`config.mk`:
```
export PLATFORM = sky130hd
export DESIGN_NAME = smallcalc_seq_flat
export DESIGN_NICKNAME = d
export VERILOG_FILES = /design/src/rtl/smallcalc_seq_if.sv /design/src/rtl/smallcalc_seq.sv /design/src/flat_wrapper.sv
export SDC_FILE = /design/constraint.sdc
export NUM_CORES = 1
export LEC_CHECK = 0
export CORE_MARGIN = 2
export CORE_UTILIZATION = 28
export DETAILED_ROUTE_END_ITERATION = 12
export PLACE_DENSITY = 0.55
export SYNTH_ARGS = -nofsm -noshare
export SYNTH_HDL_FRONTEND = slang
export SYNTH_SLANG_ARGS = --single-unit
```
`constraint.sdc`:
```
create_clock -name clk -period 1.5 [get_ports clk]
set_input_delay 0.15 -clock clk [delete_from_list [all_inputs] [get_ports clk]]
set_output_delay 0.15 -clock clk [all_outputs]
set_load 0.03 [all_outputs]
```
`src/rtl/smallcalc_seq_if.sv`:
```
// Entry-token handshake between a key source and the calculator sequencer.
// The source owns valid/is_op/data; the sequencer answers with ready.
interface smallcalc_seq_if #(
  parameter int WIDTH = 5
);
  logic             key_valid;
  logic             key_ready;
  logic             key_is_op;
  logic [WIDTH-1:0] key_data;

  modport master (
    output key_valid,
    output key_is_op,
    output key_data,
    input  key_ready
  );

  modport slave (
    input  key_valid,
    input  key_is_op,
    input  key_data,
    output key_ready
  );
endinterface

```
`src/rtl/smallcalc_seq.sv`:
```
// Operand/opcode sequencer for the small-calculator ALU: assembles A, op, B
// from a token stream, runs one execute cycle, and holds the result for chaining.
module smallcalc_seq #(
  parameter int WIDTH = 5,
  parameter int CNT_W = 8
) (
  input  logic             clk,
  input  logic             rst_n,
  input  logic             clear,
  smallcalc_seq_if.slave   key,
  output logic [WIDTH-1:0] alu_in1,
  output logic [WIDTH-1:0] alu_in2,
  output logic [1:0]       alu_c,
  input  logic [WIDTH-1:0] alu_out,
  output logic             res_valid,
  output logic [WIDTH-1:0] res_data,
  output logic             res_zero,
  output logic             err,
  output logic [CNT_W-1:0] op_count
);

  localparam logic [2:0] S_A    = 3'd0;
  localparam logic [2:0] S_OP   = 3'd1;
  localparam logic [2:0] S_B    = 3'd2;
  localparam logic [2:0] S_EXEC = 3'd3;
  localparam logic [2:0] S_SHOW = 3'd4;

  logic [2:0]       state;
  logic [WIDTH-1:0] a_q;
  logic [WIDTH-1:0] b_q;
  logic [1:0]       op_q;
  logic             xfer;
  logic             cnt_sat;

  // clear masks ready so a coincident token stays with the source
  assign key.key_ready = (state != S_EXEC) && !clear;
  assign xfer          = key.key_valid && key.key_ready;
  assign cnt_sat       = &op_count;

  assign alu_in1 = a_q;
  assign alu_in2 = b_q;
  assign alu_c   = op_q;

  always_ff @(posedge clk or negedge rst_n) begin
    if (!rst_n) begin
      state     <= S_A;
      a_q       <= '0;
      b_q       <= '0;
      op_q      <= '0;
      res_data  <= '0;
      res_valid <= 1'b0;
      res_zero  <= 1'b0;
      err       <= 1'b0;
      op_count  <= '0;
    end else if (clear) begin
      state     <= S_A;
      a_q       <= '0;
      b_q       <= '0;
      op_q      <= '0;
      res_data  <= '0;
      res_valid <= 1'b0;
      res_zero  <= 1'b0;
      err       <= 1'b0;
    end else begin
      err <= 1'b0;
      case (state)
        S_A: begin
          if (xfer) begin
            if (key.key_is_op) begin
              err <= 1'b1;
            end else begin
              a_q   <= key.key_data;
              state <= S_OP;
            end
          end
        end
        S_OP: begin
          if (xfer) begin
            if (key.key_is_op) begin
              op_q  <= key.key_data[1:0];
              state <= S_B;
            end else begin
              a_q <= key.key_data;
            end
          end
        end
        S_B: begin
          if (xfer) begin
            if (key.key_is_op) begin
              op_q <= key.key_data[1:0];
            end else begin
              b_q   <= key.key_data;
              state <= S_EXEC;
            end
          end
        end
        S_EXEC: begin
          res_data  <= alu_out;
          res_zero  <= (alu_out == '0);
          res_valid <= 1'b1;
          if (!cnt_sat) op_count <= op_count + 1'b1;
          state <= S_SHOW;
        end
        S_SHOW: begin
          if (xfer) begin
            res_valid <= 1'b0;
            if (key.key_is_op) begin
              // chain: the held result becomes the next A
              a_q   <= res_data;
              op_q  <= key.key_data[1:0];
              state <= S_B;
            end else begin
              a_q   <= key.key_data;
              state <= S_OP;
            end
          end
        end
        default: state <= S_A;
      endcase
    end
  end

endmodule

```
`src/flat_wrapper.sv`:
```
// flat-port wrapper written by rule: the top's interface ports become plain ports
module smallcalc_seq_flat 
#(
  parameter int WIDTH = 5,
  parameter int CNT_W = 8
)
  (clk, rst_n, clear, alu_in1, alu_in2, alu_c, alu_out, res_valid, res_data, res_zero, err, op_count, key_key_valid, key_key_is_op, key_key_data, key_key_ready);
  smallcalc_seq_if #(.WIDTH(WIDTH)) key_i ();
  input  logic clk;
  input  logic rst_n;
  input  logic clear;
  output logic [WIDTH-1:0] alu_in1;
  output logic [WIDTH-1:0] alu_in2;
  output logic [1:0] alu_c;
  input  logic [WIDTH-1:0] alu_out;
  output logic res_valid;
  output logic [WIDTH-1:0] res_data;
  output logic res_zero;
  output logic err;
  output logic [CNT_W-1:0] op_count;
  input wire logic [$bits(key_i.key_valid)-1:0] key_key_valid;
  input wire logic [$bits(key_i.key_is_op)-1:0] key_key_is_op;
  input wire logic [$bits(key_i.key_data)-1:0] key_key_data;
  output wire logic [$bits(key_i.key_ready)-1:0] key_key_ready;
  assign key_i.key_valid = key_key_valid;
  assign key_i.key_is_op = key_key_is_op;
  assign key_i.key_data = key_key_data;
  assign key_key_ready = key_i.key_ready;
  smallcalc_seq #(.WIDTH(WIDTH), .CNT_W(CNT_W)) u_core (.clk(clk), .rst_n(rst_n), .clear(clear), .key(key_i), .alu_in1(alu_in1), .alu_in2(alu_in2), .alu_c(alu_c), .alu_out(alu_out), .res_valid(res_valid), .res_data(res_data), .res_zero(res_zero), .err(err), .op_count(op_count));
endmodule
```
**Yosys cells after proc, flatten, opt, wreduce, memory -nomap -nowiden**

Cells that the tools add are included.

- Input port bits: 15
- Flip-flop bits (word level): 31
- Word-level logic and storage cells: 81

- Reductions and logical operators: 21
- Equal/unequal tests: 15
- Mux-type cells: 33
- Bitwise operators: 2
- Add/sub/neg operators: 1

Operators by type and width:

| kind | count |
|---|---|
| $mux 5 | 9 |
| $mux 3 | 8 |
| $ne 3x2->1 const B | 5 |
| $pmux 3 s5 | 1 |
| $ne 3x3->1 const B | 4 |
| $mux 2 | 5 |
| $pmux 5 s2 | 1 |
| $reduce_bool 2->1 | 5 |
| $reduce_and 3->1 | 3 |
| $add 8x1->8 const B | 1 |
| $mux 1 | 8 |
| $reduce_and 8->1 | 1 |
| $reduce_and 7->1 | 1 |
| $eq 3x2->1 const B | 2 |
| $reduce_bool 3->1 | 2 |
| $logic_not 5->1 | 1 |
| $reduce_and 4->1 | 1 |
| $eq 3x1->1 const B | 1 |
| $eq 3x3->1 const B | 1 |
| $logic_not 3->1 | 1 |
| $ne 3x1->1 const B | 1 |
| $reduce_or 3->1 | 1 |
| $logic_and 1x1->1 | 2 |
| $ne 2x2->1 const B | 1 |
| other kinds (5) | 6 |

**Longest topological paths before layout**

Gate-level depths: netlist (run 1).

- Depth in word-level cells: 6
- Mapped depth: 5
- Mapped depth without buffers: 4

**Worst setup path before layout (run 1)**

OpenSTA, ideal clock, no wires.

- Path kind: reg2reg
- Start: register u_core.op_count[0]
- End: register u_core.op_count[1]
- Setup time: 0.125 ns
- Arrival time: 1.575 ns
- Period minus slack after synthesis: 1.699 ns
- Cell stages (with the launch flop): 5
- Required time: 1.375 ns
- Slack: -0.199 ns
- Cells stage by stage: dfrtp_1 ha_1 nand3_1 o21ai_1 mux2_2

- Cells in the longest elaborated chain, start to end: 3
- Elaborated cells on any way between the ends: 4
- Classes of those cells: add/sub: 1; bitwise: 1; reduce/logical: 2

Ends and longest elaborated chain:

| item | line | text |
|---|---|---|
| start, declared | smallcalc_seq.sv:19 | `output logic [CNT_W-1:0] op_count` |
| start signal, assigned | smallcalc_seq.sv:101 | `if (!cnt_sat) op_count <= op_count + 1'b1;` |
| parallel branches: the longest is 3 deep, another holds $add 8x1->8 | -- |  |

Parallel ways; which one is timed is not known.
A chain may end at the register's enable or synchronous reset.

**Worst setup path in the final report (run 1)**

- Start: register u_core.a_q[0] (netlist: u_core.alu_in1[0])
- End: output port alu_in1[0]

RTL lines:

| item | line | text |
|---|---|---|
| start, declared | smallcalc_seq.sv:29 | `logic [WIDTH-1:0] a_q;` |
| start signal, assigned | smallcalc_seq.sv:72 | `a_q <= key.key_data;` |
| start signal, assigned | smallcalc_seq.sv:83 | `a_q <= key.key_data;` |
| start signal, assigned | smallcalc_seq.sv:109 | `a_q <= res_data;` |
| end, declared | flat_wrapper.sv:12 | `output logic [WIDTH-1:0] alu_in1;` |

No word-level cell between the ends.

==> metrics.cfg, run 1 <==
[critical_path]
path_class=reg -> out
r2r_end=u_core.op_count[6]
cp_cell_sequence=clkdlybuf4s50_1
r2r_cells=3
rrSetupSlack_ns=0.08
cpLargestDelayFamily=buffers and inverters
crit_path_end_kind=output pin
crit_path_max_fanout=2
cp-start-kind=flop
crit_required_ns=1.35
crit_end=alu_in1[0]
r2r_start=u_core.state[2]
worstPathArrival_ns=1.33
slowest_stage=clkdlybuf4s50_1
max_stage_delay_ns=0.68
worstSetupPathDepth=1
cp-startpoint=u_core.alu_in1[0]
cp.buffers_inverters=1

[yosys]
avgSynthCellArea_um2=11.6
synth_area_um2=1560
yosysTopAreaCell=dfrtp_1
synthTopCellsByArea=dfrtp_1, mux2i_1, mux2_2
ys.flop_type=dfrtp_1
synth_edf_count=0
syn_inst=135
synth_top_area_share_pct=49.7
synth_fp_nets=151
synth_compound_area_share_pct=15.0
yosysWarnings=0
yosysSeqAreaShare_pct=49.7
async_reset_ff_share_pct=100
synth_adder_area_share_pct=0.802
synth_top_family_by_area=simple AND/OR/NAND/NOR gates
ys_seq_elements=31
synth-xor-area-share_pct=2.81
ys_types=37
muxShareOfSynthArea_pct=10.7
synthSimpleGateAreaFrac_pct=17.4

[drt]
wirelength_um=3980
antenna_left=0
wl_per_cell_um=14.8
drt_first_pass_iters=4
drt_iter0_markers=64
drc_errors=0
viasPerCell=4.80
num_vias=1290

[floorplanning]
die_w_um=78.6
rows=27
core_area_um2=5440
initial_core_util_pct=28.7
die_h_um=78.6
dieArea_um2=6190
pin_count=44

[timing]
rsz0062_at_grt=false
skew_ns=0.00661
setup_slack_ns=0.0238
setup_tns_ns=0
fmax_ghz=0.677
setup_violations=0
slew_headroom_pct=72.9
period_minus_slack_ns=1.48
final_hold_viol_count=0
worstMarginPinSlew_ns=0.406
period_share_pct=98.4
final_max_slew_viol_count=0
hold_slack_ns=0.270

[clocking]
htree_levels=2
clock_sinks=31
clock_latency_ns=0.29
cts_tree=built
clk_pin_slew_worst_paths_ns=0.07
cts_made_buffers=5
cts_root_buffer=clkbuf_8
clockBufferDepth=2
hold_buffers=0

[finish]
drive_gt1_share_pct=23.9
design_area_um2=2330
insertedDiodeCount=0
fill_cells=508
layout.nets=212
finish.utilization_pct=42.8
syn2layout_area_growth_pct=49.2

[run_status]
run_status=complete, no violations

[grt]
grt_usage_pct=13.7
grt_overflow=0
antenna_found_initial=0
grt_pass1_wl_um=6530
grt_max_degree=32
grt_pass1_vias=1285

[power_and_ir_drop]
leakage_uw=0.00113
powerDensity_nw_per_um2=888
peakVddDrop_v=0.000298

[placement]
io_buffer_count=43
place_congestion=0.786
pre_cts_ws_ns=-0.0606
hpwl_um=3000
place_area_um2=2170

[hold_path]
holdCritPathClass=in -> async

[flow_run]
cap_violations=0

[cells in the mapped netlist (3+ instances only)]
cell type  count
mux2_2         6
and4b_1        3
xor2_1         3
nor2_1         5
a21oi_1       12
a22o_1         5
nand2_1        7
nand3_1        3
dfrtp_1       31
nand2b_1       4
mux2i_1       10
a211oi_1       6
inv_1          3
nor2b_1        6
buf_4          4
[how the worst min path moves through the flow]
stage	start	endpoint	cells after the start
final	rst_n	u_core.alu_c[1]	2
after global routing	rst_n	u_core.res_data[0]	2
after CTS	rst_n	u_core.res_valid	2
after detailed placement	u_core.res_zero	u_core.res_zero	1
after global placement	u_core.res_zero	u_core.res_zero	1
after floorplan	rst_n	u_core.alu_c[0]	0
[where the power goes]
part           internal, uW  total [uW]  switching (uW)  leakage [uW]
clock                   537         863             326     0.0000612
sequential              868         892            23.4      0.000415
combinational           145         312             167      0.000659
[kinds of logic after synthesis]
group                    after synthesis
AO/OA/AOI/OAI                         32
flip-flops                            31
adder cells (fa/ha/maj)                1
XOR/XNOR                               5
AND/OR/NAND/NOR                       40
multiplexers                          16
buffers and inverters                 10
[registers in the layout, indices dropped and copies added, names as in the netlist]
name / cells
u_core.alu_c: 2
u_core.alu_in1: 5
u_core.alu_in2: 5
u_core.err: 1
u_core.op_count: 8
u_core.res_data: 5
u_core.res_valid: 1
u_core.res_zero: 1
u_core.state: 3
[per-layer routing]
layer	GRT usage [%]	routed length, um	part of all wire (%)
met1	17.6	1840	46
met5	0	0	0
met2	21.9	1880	47
met4	3.68	31	0.78
met3	4.71	223	5.6
[per-stage QoR]
stage	power [uW]	instances
after floorplan	1050	135
after global placement	1210	260
after detailed placement	1220	260
after CTS	2080	269
after global routing	2140	269
final	2070	269
[timing repair]
item | in CTS | in global routing
pin swaps | 1 | 2
setup endpoints to repair | 14 | 9
gates resized for setup | 16 | 12
buffers inserted | 1 | 0
[placed cells by master, fill, tap and decap left out, drive strengths merged, types with 2 or more instances in the layout]
cell           instances
nand2b                 4
and4bb                 2
a22o                   5
a21oi                 12
dfrtp                 31
mux2                   6
nor2                   5
and4b                  3
and3                   2
nand2                  7
xor2                   3
o21ai                  3
clkbuf                 6
a211oi                 6
clkdlybuf4s50         24
buf                   19
dlygate4sd2           13
mux2i                 10
dlymetal6s2s           5
xnor2                  2
nand3                  3
nor2b                  6
o2bb2ai                2
inv                    3
[cell type report]
class                   instances  area [um^2]  area share (%)
repair buffers                 61          563            24.2
well taps                      72         90.1            3.87
clock inverters                 2         35.0            1.50
flip-flops and latches         31          782            33.6
inverters                       3         11.3           0.484
clock buffers                   6         82.6            3.55
multi-input cells              94          764            32.8
No activity file was read; power rests on OpenSTA's default activity.
==> run 2: changes to the inputs <==
--- a/config.mk
+++ b/config.mk
@@ -5,10 +5,11 @@
 export SDC_FILE = /design/constraint.sdc
 export NUM_CORES = 1
 export LEC_CHECK = 0
-export CORE_MARGIN = 2
+export ABC_AREA = 1
 export CORE_UTILIZATION = 28
 export DETAILED_ROUTE_END_ITERATION = 12
 export PLACE_DENSITY = 0.55
+export SKIP_CTS_REPAIR_TIMING = 1
 export SYNTH_ARGS = -nofsm -noshare
 export SYNTH_HDL_FRONTEND = slang
 export SYNTH_SLANG_ARGS = --single-unit
==> metrics.cfg, run 2 <==
[run_status]
run_status=complete, no violations

[yosys]
synthTopCellsByArea=dfrtp_1, nand2_1, nand3_1
ys_top_cells_by_count=nand2_1, dfrtp_1, nand3_1
yosysWarnings=0  ; unchanged
synth_area_um2=1620  ; +3.8%
yosysSeqAreaShare_pct=47.9  ; -1.8 points
syn_inst=211  ; +56%
synth_top_area_share_pct=47.9  ; -1.8 points
synth_fp_nets=227  ; +50%
ys_types=23  ; -38%
yosysMostFrequentCell=nand2_1
ys.flop_type=dfrtp_1
async_reset_ff_share_pct=100  ; unchanged
avgSynthCellArea_um2=7.68  ; -34%
yosysTopAreaCell=dfrtp_1
synth_edf_count=0  ; unchanged
ys_seq_elements=31  ; unchanged

[finish]
layout.nets=285  ; +34%
largest_reg_flops=8  ; unchanged
syn2layout_area_growth_pct=44.9
drive_gt1_share_pct=14.8  ; -9.0 points
fill_cells=581  ; +14%
layout_commonest_cell=nand2_1
insertedDiodeCount=0  ; unchanged
design_area_um2=2350  ; +0.81%
regMostFlops=u_core.op_count
final_cell_mix=nand2_1, dfrtp_1, clkdlybuf4s50_1

[grt]
grt_max_degree=32  ; unchanged
busiest_layer=met2
grt_pass1_vias=1443  ; +12%
grtUsageMet2_pct=21.0  ; -0.92 points
grt_overflow=0  ; unchanged
antenna_found_initial=0  ; unchanged
grt_pass1_wl_um=6600  ; +1.1%
grt_use_met1_pct=19.2  ; +1.5 points
gr-usage-met3_pct=3.37  ; -1.3 points
grt_usage_pct=14.2  ; +0.47 points

[critical_path]
cp-start-kind=flop
max_stage_delay_ns=0.67  ; about the same
cp.buffers_inverters=1  ; unchanged
r2r_cells=8  ; +5
path_class=reg -> out
r2r_start=u_core.state[0]
worstPathArrival_ns=1.31  ; -0.02 ns
crit_path_end_kind=output pin
crit_required_ns=1.35  ; about the same
cpLargestDelayFamily=buffers and inverters
cp_cell_sequence=clkdlybuf4s50_1
rrSetupSlack_ns=0.11  ; +0.03 ns
slowest_stage=clkdlybuf4s50_1
r2r_end=u_core.alu_in1[2]
crit_path_max_fanout=2  ; unchanged

[placement]
hpwl_um=2890  ; -3.4%
io_buffer_count=43  ; unchanged
place_congestion=0.772  ; -1.8%
place_area_um2=2210  ; +1.9%

[power_and_ir_drop]
sequentialPowerShare_pct=35.8  ; -7.3 points
powerDensity_nw_per_um2=1410  ; +59%
p_switching_uw=1340  ; +160%
clock_power_share_pct=20.2  ; -22 points
fin_total_pwr_uw=3310  ; +60%
internal_power_uw=1970  ; +27%
leakage_uw=0.00141  ; +24%
switching_share_pct=40.4  ; +15 points
peakVddDrop_v=0.000497  ; +67%
comb_power_share_pct=44.0  ; +29 points

[timing]
final_max_slew_viol_count=0  ; unchanged
rsz0062_at_grt=true
period_minus_slack_ns=1.46  ; -0.0188 ns
setup_violations=0  ; unchanged
final_hold_viol_count=0  ; unchanged
slew_headroom_pct=74.0  ; +1.1 points
period_share_pct=97.2  ; -1.3 points
skew_ns=0.00848  ; +0.00186 ns
worstMarginPinSlew_ns=0.390  ; -0.0160 ns
fmax_ghz=0.686  ; +1.3%

[drt]
viasPerCell=4.39  ; -8.4%
wl_per_cell_um=11.1  ; -25%
wirelength_um=3800  ; -4.4%
drt_iter0_markers=64  ; unchanged
antenna_left=0  ; unchanged
drt_first_pass_iters=4  ; unchanged
num_vias=1502  ; +16%
drc_errors=0  ; unchanged

[hold_path]
holdCritPathClass=in -> async

[floorplanning]
dieArea_um2=6090  ; -1.5%
die_w_um=78.1  ; -0.73%
initial_core_util_pct=29.2  ; +0.56 points
pin_count=44  ; unchanged
core_area_um2=5540  ; +1.9%
die_h_um=78.1  ; -0.73%
rows=27  ; unchanged

[clocking]
clockBufferDepth=2  ; unchanged
htree_levels=2  ; unchanged
clock_sinks=31  ; unchanged
cts_root_buffer=clkbuf_8
clk_pin_slew_worst_paths_ns=0.07  ; about the same
clock_latency_ns=0.28  ; about the same
cts_tree=built
cts_made_buffers=5  ; unchanged

[flow_run]
cap_violations=0  ; unchanged

-- run 2: cell types whose count changed in the layout (fill, tap and decap cells not counted), sizes merged, moves of 10 or more --
cell / before / now
dlymetal6s2s: 5 / 15
mux2i: 10 / 0
nand2: 7 / 79
o21ai: 3 / 13
inv: 3 / 24
dlygate4sd2: 13 / 0
nor2: 5 / 19
nand3: 3 / 22
-- run 2: kinds of logic after synthesis --
kind of cell,count (synthesis),synth area share (%)
compound gates,21,7.65
xor+xnor,5,2.70
fa+ha+maj,1,0.772
buf+inv,27,7.18
flops,31,47.9
simple gates,126,33.8
-- run 2: final cells by class --
class | instances | area, um^2 | share of cell area [%]
clock buffers | 7 | 86.3 | 3.68
clock inverters | 1 | 5.00 | 0.213
inverters | 24 | 90.1 | 3.84
multi-input cells | 153 | 736 | 31.3
flip-flops and latches | 31 | 779 | 33.2
well taps | 72 | 90.1 | 3.84
repair buffers | 54 | 561 | 23.9
-- run 2: power groups by stage --
stage | Combinational (uW) | Sequential, uW | Clock, uW
after floorplan | 605 | 1490 | 0
after global placement | 1470 | 1200 | 0
after detailed placement | 1470 | 1200 | 0
after CTS | 1480 | 1180 | 689
after global routing | 1610 | 1210 | 730
final | 1460 | 1180 | 668
-- run 2: worst max path at each step --
| stage | from | to | slack [ns] | depth (start not counted) |
|---|---|---|---|---|
| after floorplan | u_core.op_count[0] | u_core.op_count[6] | 0.05 | 9 |
| after CTS | u_core.op_count[4] | op_count[4] | -0.10 | 1 |
| after detailed placement | clear | u_core.alu_in1[2] | 0.003 | 7 |
| after global routing | u_core.state[0] | u_core.alu_in1[4] | -0.04 | 8 |
| after global placement | clear | u_core.op_count[0] | 0.05 | 6 |
| final | u_core.alu_in1[2] | alu_in1[2] | 0.04 | 1 |
-- run 2: layer usage --
layer  up-vias  routed length [um]
li1        793                   -
met1       666                1920
met2        37                1660
met3         6                 172
met4         0                  52
met5         -                   0
-- run 2: metrics by stage --
stage | worst slack, ns | hold WS, ns | setup TNS, ns | instances | utilization [%]
3_5_place_dp | 0.00316 | 0.462 | 0 | 334 | 39.9
4_1_cts | -0.103 | 0.271 | -0.743 | 342 | 41.5
5_1_grt | -0.0368 | 0.290 | -0.279 | 342 | 42.4
3_3_place_gp | 0.0463 | 0.465 | 0 | 334 | 39.9
2_1_floorplan | 0.0526 | -0.146 | 0 | 211 | -
6_report | 0.0426 | 0.259 | 0 | 342 | 42.4
